### src/rtl/l2_mem_arbiter_pkg.sv
// Shared widths, FSM encoding and requester identifiers for the L2 memory arbiter.
package l2_mem_arbiter_pkg;

  localparam int ADDR_W_DEF = 28;
  localparam int DATA_W_DEF = 128;

  typedef enum logic [1:0] {
    IDLE   = 2'd0,
    BUSY_I = 2'd1,
    BUSY_D = 2'd2,
    DONE   = 2'd3
  } state_t;

  // Value held in last_grant; grant vectors use bit 0 = I-side, bit 1 = D-side.
  localparam logic SIDE_I = 1'b0;
  localparam logic SIDE_D = 1'b1;

endpackage

### src/rtl/l2_mem_arbiter_rr_pick2.sv
// Two-way round-robin picker: one-hot grant, contention goes to the side not granted last.
module rr_pick2
  import l2_mem_arbiter_pkg::*;
(
  input  logic       req_i,
  input  logic       req_d,
  input  logic       last_grant,
  output logic [1:0] grant
);

  always_comb begin
    grant = 2'b00;
    if (req_i && req_d) begin
      grant = (last_grant == SIDE_I) ? 2'b10 : 2'b01;
    end else if (req_i) begin
      grant = 2'b01;
    end else if (req_d) begin
      grant = 2'b10;
    end
  end

endmodule

### src/rtl/l2_mem_arbiter.sv
// Arbitrates I-side and D-side L2 miss traffic onto one memory port, one transaction at a time.
module l2_mem_arbiter
  import l2_mem_arbiter_pkg::*;
#(
  parameter int ADDR_W = ADDR_W_DEF,
  parameter int DATA_W = DATA_W_DEF
) (
  input  logic              clk,
  input  logic              proc_reset,
  input  logic              i_read,
  input  logic [ADDR_W-1:0] i_addr,
  output logic [DATA_W-1:0] i_rdata,
  output logic              i_ready,
  input  logic              d_read,
  input  logic              d_write,
  input  logic [ADDR_W-1:0] d_addr,
  input  logic [DATA_W-1:0] d_wdata,
  output logic [DATA_W-1:0] d_rdata,
  output logic              d_ready,
  output logic              mem_read,
  output logic              mem_write,
  output logic [ADDR_W-1:0] mem_addr,
  output logic [DATA_W-1:0] mem_wdata,
  input  logic [DATA_W-1:0] mem_rdata,
  input  logic              mem_ready
);

  state_t     state;
  state_t     state_nxt;
  logic       last_grant;
  logic       d_req;
  logic [1:0] grant;

  // A D-side request with both read and write raised is malformed and not arbitrated.
  assign d_req = d_read ^ d_write;

  rr_pick2 u_pick (
    .req_i      (i_read),
    .req_d      (d_req),
    .last_grant (last_grant),
    .grant      (grant)
  );

  always_comb begin
    state_nxt = state;
    case (state)
      IDLE: begin
        if (grant[0]) begin
          state_nxt = BUSY_I;
        end else if (grant[1]) begin
          state_nxt = BUSY_D;
        end
      end
      BUSY_I, BUSY_D: begin
        if (mem_ready) begin
          state_nxt = DONE;
        end
      end
      DONE:    state_nxt = IDLE;
      default: state_nxt = IDLE;
    endcase
  end

  // The mem_* registers double as the transaction latches: loaded once on grant, then held.
  always_ff @(posedge clk) begin
    if (proc_reset) begin
      state      <= IDLE;
      last_grant <= SIDE_I;
      mem_read   <= 1'b0;
      mem_write  <= 1'b0;
      mem_addr   <= '0;
      mem_wdata  <= '0;
      i_ready    <= 1'b0;
      d_ready    <= 1'b0;
      i_rdata    <= '0;
      d_rdata    <= '0;
    end else begin
      state   <= state_nxt;
      i_ready <= 1'b0;
      d_ready <= 1'b0;
      case (state)
        IDLE: begin
          if (grant[0]) begin
            mem_read   <= 1'b1;
            mem_write  <= 1'b0;
            mem_addr   <= i_addr;
            last_grant <= SIDE_I;
          end else if (grant[1]) begin
            mem_read   <= d_read;
            mem_write  <= d_write;
            mem_addr   <= d_addr;
            mem_wdata  <= d_wdata;
            last_grant <= SIDE_D;
          end
        end
        BUSY_I, BUSY_D: begin
          if (mem_ready) begin
            mem_read  <= 1'b0;
            mem_write <= 1'b0;
            if (state == BUSY_I) begin
              i_ready <= 1'b1;
              if (mem_read) begin
                i_rdata <= mem_rdata;
              end
            end else begin
              d_ready <= 1'b1;
              if (mem_read) begin
                d_rdata <= mem_rdata;
              end
            end
          end
        end
        default: ;
      endcase
    end
  end

endmodule

### config.mk
export PLATFORM = sky130hd
export DESIGN_NAME = l2_mem_arbiter
export DESIGN_NICKNAME = d
export VERILOG_FILES = /design/src/rtl/l2_mem_arbiter_pkg.sv /design/src/rtl/l2_mem_arbiter_rr_pick2.sv /design/src/rtl/l2_mem_arbiter.sv
export SDC_FILE = /design/constraint.sdc
export NUM_CORES = 1
export LEC_CHECK = 0
export CORE_AREA = 8 8 282 284
export DETAILED_ROUTE_END_ITERATION = 8
export DIE_AREA = 0 0 290 292
export REMOVE_ABC_BUFFERS = 1
export SLEW_MARGIN = 25
export SYNTH_ARGS = -nofsm -noshare
export SYNTH_HDL_FRONTEND = slang
export SYNTH_HIERARCHICAL = 1
export SYNTH_SLANG_ARGS = --single-unit
### constraint.sdc
create_clock -name clk -period 4.2 [get_ports clk]
set_clock_uncertainty 0.15 [all_clocks]
set_input_delay 0.84 -clock clk [delete_from_list [all_inputs] [get_ports clk]]
set_output_delay 0.84 -clock clk [all_outputs]
set_load 0.05 [all_outputs]
==> impl_results.md <==
* Outcome: finished clean
* Number of H-tree levels at 2
* CP Launch Type: flop
* Fin. Hold Viols at 0
* Clk slew on worst S/H paths at 60 ps
* Final cycle utilization of the critical path at 0.7033
* Family with the most delay on the worst path: buffers and inverters
* Worst path bufs/invs at 1
* Power Total at 0.01304 W
* Unrepaired setup endpoints after global routing: false
* CP Launch Point: mem_read$_SDFFE_PP0P_
* Setup TNS at 0 ps
* Final ANT Viol Nets at 0
* Final Instance Area at 24,720 sq um
* Worst reg2reg path depth at 6
* Drt total wl at 64,380 um
* Port-buffer cells at 733
* Nature of the critical path endpoint: output pin
* Sequential-to-total area share from yosys stat at 0.5682
* Mapped cell area at 14,760 sq um
* Area Growth Syn to Fin at 67.49%
* Max-Cap Viols at 0
* Tot GR Track Use at 0.1436
* I/O pin count at 734
* Top FF cell, synth: dfxtp_1
* Die X at 290 um
* Worst-skew pair later-pin latency at 560 ps
* Share of cells above drive strength 1 at 0.04894
* CTS tree: built
* Power density over cell area at 527.6 nW/um^2
* Maximum clock frequency at 0.3385 GHz
* R2R setup slack at 1880 ps
* Endpoints failing setup at 0
* Req. time, crit path at 3210 ps
* Placed cell areas at 23,110 sq um
* Vias in the first global route at 14.41k
* Initial DRC count at 711
* Via density at 4.161
* Worst VDD drop at 372.4 uV
* Largest net degree at the start of global routing at 130
* Antenna violations before repair at 3
* Post-synth EDFFs at 0
* Slew headroom at 0.3832
* GR Overflow Total at 0
* Critical path depth at 1
* DRC errors left at 0
* Worst r2r src: last_grant$_SDFFE_PP0P_
* Critical path capture point: mem_read
* Worst hold path class: reg2reg
* TritonCTS Buffers at 48
* Post CTS Setup Buffer Count at 0
* Hold_buf cts at 0
* Core Util, Final at 0.3288
* Clk buf depth at 3
* Antenna Cells at 0
* Final HPWL from detailed placement at 48,360 um
* Rows at 101
* CP max FO at 6
* Slowest stage cell on the critical path: clkdlybuf4s50_1
* Initial Utilization at 0.1963
* First-pass GRT wire length at 94,970 um
* Unique masters post-synth at 32
* Core Region at 75,190 sq um
* Post-CTS sizing at 0
* Worst Tran Pin Value at 925.2 ps
* Crit path DAT at 1960 ps
* Leakage at 8.365 nW
* R2r endpoint: mem_wdata[8]$_SDFFE_PP0P_
* Slew Viols, Final at 0
* Avg Inst Size Synth at 8.031 sq um
* Ys Warns at 6
* Non-Filler Instances at 3,532
* Number of detailed-route iterations in the first pass at 5
* Clock sink count at 419
* Crit path time final at 2954 ps
* Flop and latch count out of synthesis at 419
* Delay of the slowest critical-path stage at 910 ps
* Crit path cell chain: clkdlybuf4s50_1
* CP Class: reg2out
* Placed cells at 3,444
* DR WL/cell at 18.23 um
* Gpl congestion at 0.7843
* Post-layout nets at 2,838
* Via count at 14.70k
* Gate Count Post-Synth at 1,838
* DIE HEIGHT at 292 um
* Root buf cell: clkbuf_16
* Die area at 84,680 sq um
* Async set-reset flop share out of synthesis at 0
==> cells in the mapped netlist, types with 2 or more instances <==
library cell | instances | area (sq um)
a211o_1 | 2 | 17.52
a211oi_1 | 28 | 210.2
a21oi_1 | 389 | 1947
buf_1 | 3 | 11.26
buf_2 | 71 | 355.3
buf_4 | 14 | 105.1
clkbuf_1 | 52 | 195.2
dfxtp_1 | 419 | 8388
ha_1 | 4 | 50.05
inv_1 | 3 | 11.26
mux2i_1 | 29 | 290.3
nand2_1 | 770 | 2890
nand2b_1 | 3 | 18.77
nor2_1 | 29 | 108.9
o21ai_0 | 4 | 20.02
or4_1 | 2 | 15.01
==> cell usage in the layout (no fill, tap or decap) <==
cell and instances:
clkdlybuf4s50_1 732, a211o_1 2, or4_1 2, nor2b_1 1, mux2i_1 29, clkinv_2 10
nor3_1 1, nand4b_1 1, clkbuf_16 48, and4b_4 1, nand2b_1 3, clkinvlp_4 3
clkinv_8 1, and3_4 1, nand3_4 1, nor3b_2 1, o21ai_0 4, nor2_1 29
inv_6 2, clkbuf_8 14, buf_8 1, a211oi_1 28, buf_12 12, clkbuf_1 7
dfxtp_1 419, xor2_1 1, buf_4 24, a21oi_1 389, a21boi_0 1, nand2_1 770
inv_1 3, and3b_4 1, or2b_1 1, nor3b_1 1, a21boi_4 1, ha_1 4
o21a_2 1, nand3b_1 1, bufinv_16 3
==> per-layer routing <==
metal | track usage | wire (um)
met1 | 0.1613 | 25300
met2 | 0.2471 | 31160
met3 | 0.06075 | 6060
met4 | 0.04236 | 1820
met5 | 0 | 41
==> registers in the layout, summed over array words and instances (netlist names) <==
| name | cells |
|---|---|
| i_ready | 1 |
| mem_addr | 28 |
| d_rdata | 128 |
| mem_wdata | 128 |
| d_ready | 1 |
| mem_write | 1 |
| state | 2 |
| mem_read | 1 |
| i_rdata | 128 |
| last_grant | 1 |
==> worst min path at each step <==
stage          slack (ps)  depth (start not counted)                         from                          end
2_1_floorplan         290                          2        state[1]$_SDFFE_PP0P_        state[1]$_SDFFE_PP0P_
3_3_place_gp          290                          2   mem_wdata[78]$_SDFFE_PP0P_   mem_wdata[78]$_SDFFE_PP0P_
3_5_place_dp          300                          2    d_rdata[109]$_SDFFE_PP0P_    d_rdata[109]$_SDFFE_PP0P_
4_1_cts               300                          2   mem_wdata[43]$_SDFFE_PP0P_   mem_wdata[43]$_SDFFE_PP0P_
5_1_grt               310                          2     d_rdata[82]$_SDFFE_PP0P_     d_rdata[82]$_SDFFE_PP0P_
6_report              300                          2  mem_wdata[114]$_SDFFE_PP0P_  mem_wdata[114]$_SDFFE_PP0P_
==> stage by stage <==
stage / hold WS (ps) / setup slack (ps)
3_3_place_gp: 290.7 / 837.7
4_1_cts: 303.5 / 1147
3_5_place_dp: 295.6 / 789.8
5_1_grt: 312.8 / 1103
2_1_floorplan: 293.5 / -1770
6_report: 301.8 / 1246
==> cells by family after synthesis <==
family / count (synthesis) / share of synthesized area
simple gates: 815 / 0.2112
flops: 419 / 0.5682
mux: 29 / 0.01966
buf+inv: 144 / 0.04670
xor+xnor: 1 / 0.0005934
compound gates: 426 / 0.1502
fa+ha+maj: 4 / 0.003391
==> report_power, final <==
group          total [W]  internal (W)  switching [W]
Sequential       0.00465       0.00440       0.000245
Clock            0.00427       0.00254        0.00174
Combinational    0.00412       0.00139        0.00273
Total             0.0130       0.00833        0.00471
==> area by class of cell <==
type | count | area [sq um]
clock inverter | 19 | 196.4
sequential | 419 | 8388
inverter | 3 | 11.26
timing repair buffer | 769 | 7762
fill | 7960 | 50470
multi-input combinational | 1275 | 5722
tap | 978 | 1224
clock buffer | 69 | 1420
Note: power is estimated with default switching activity, not from simulation.
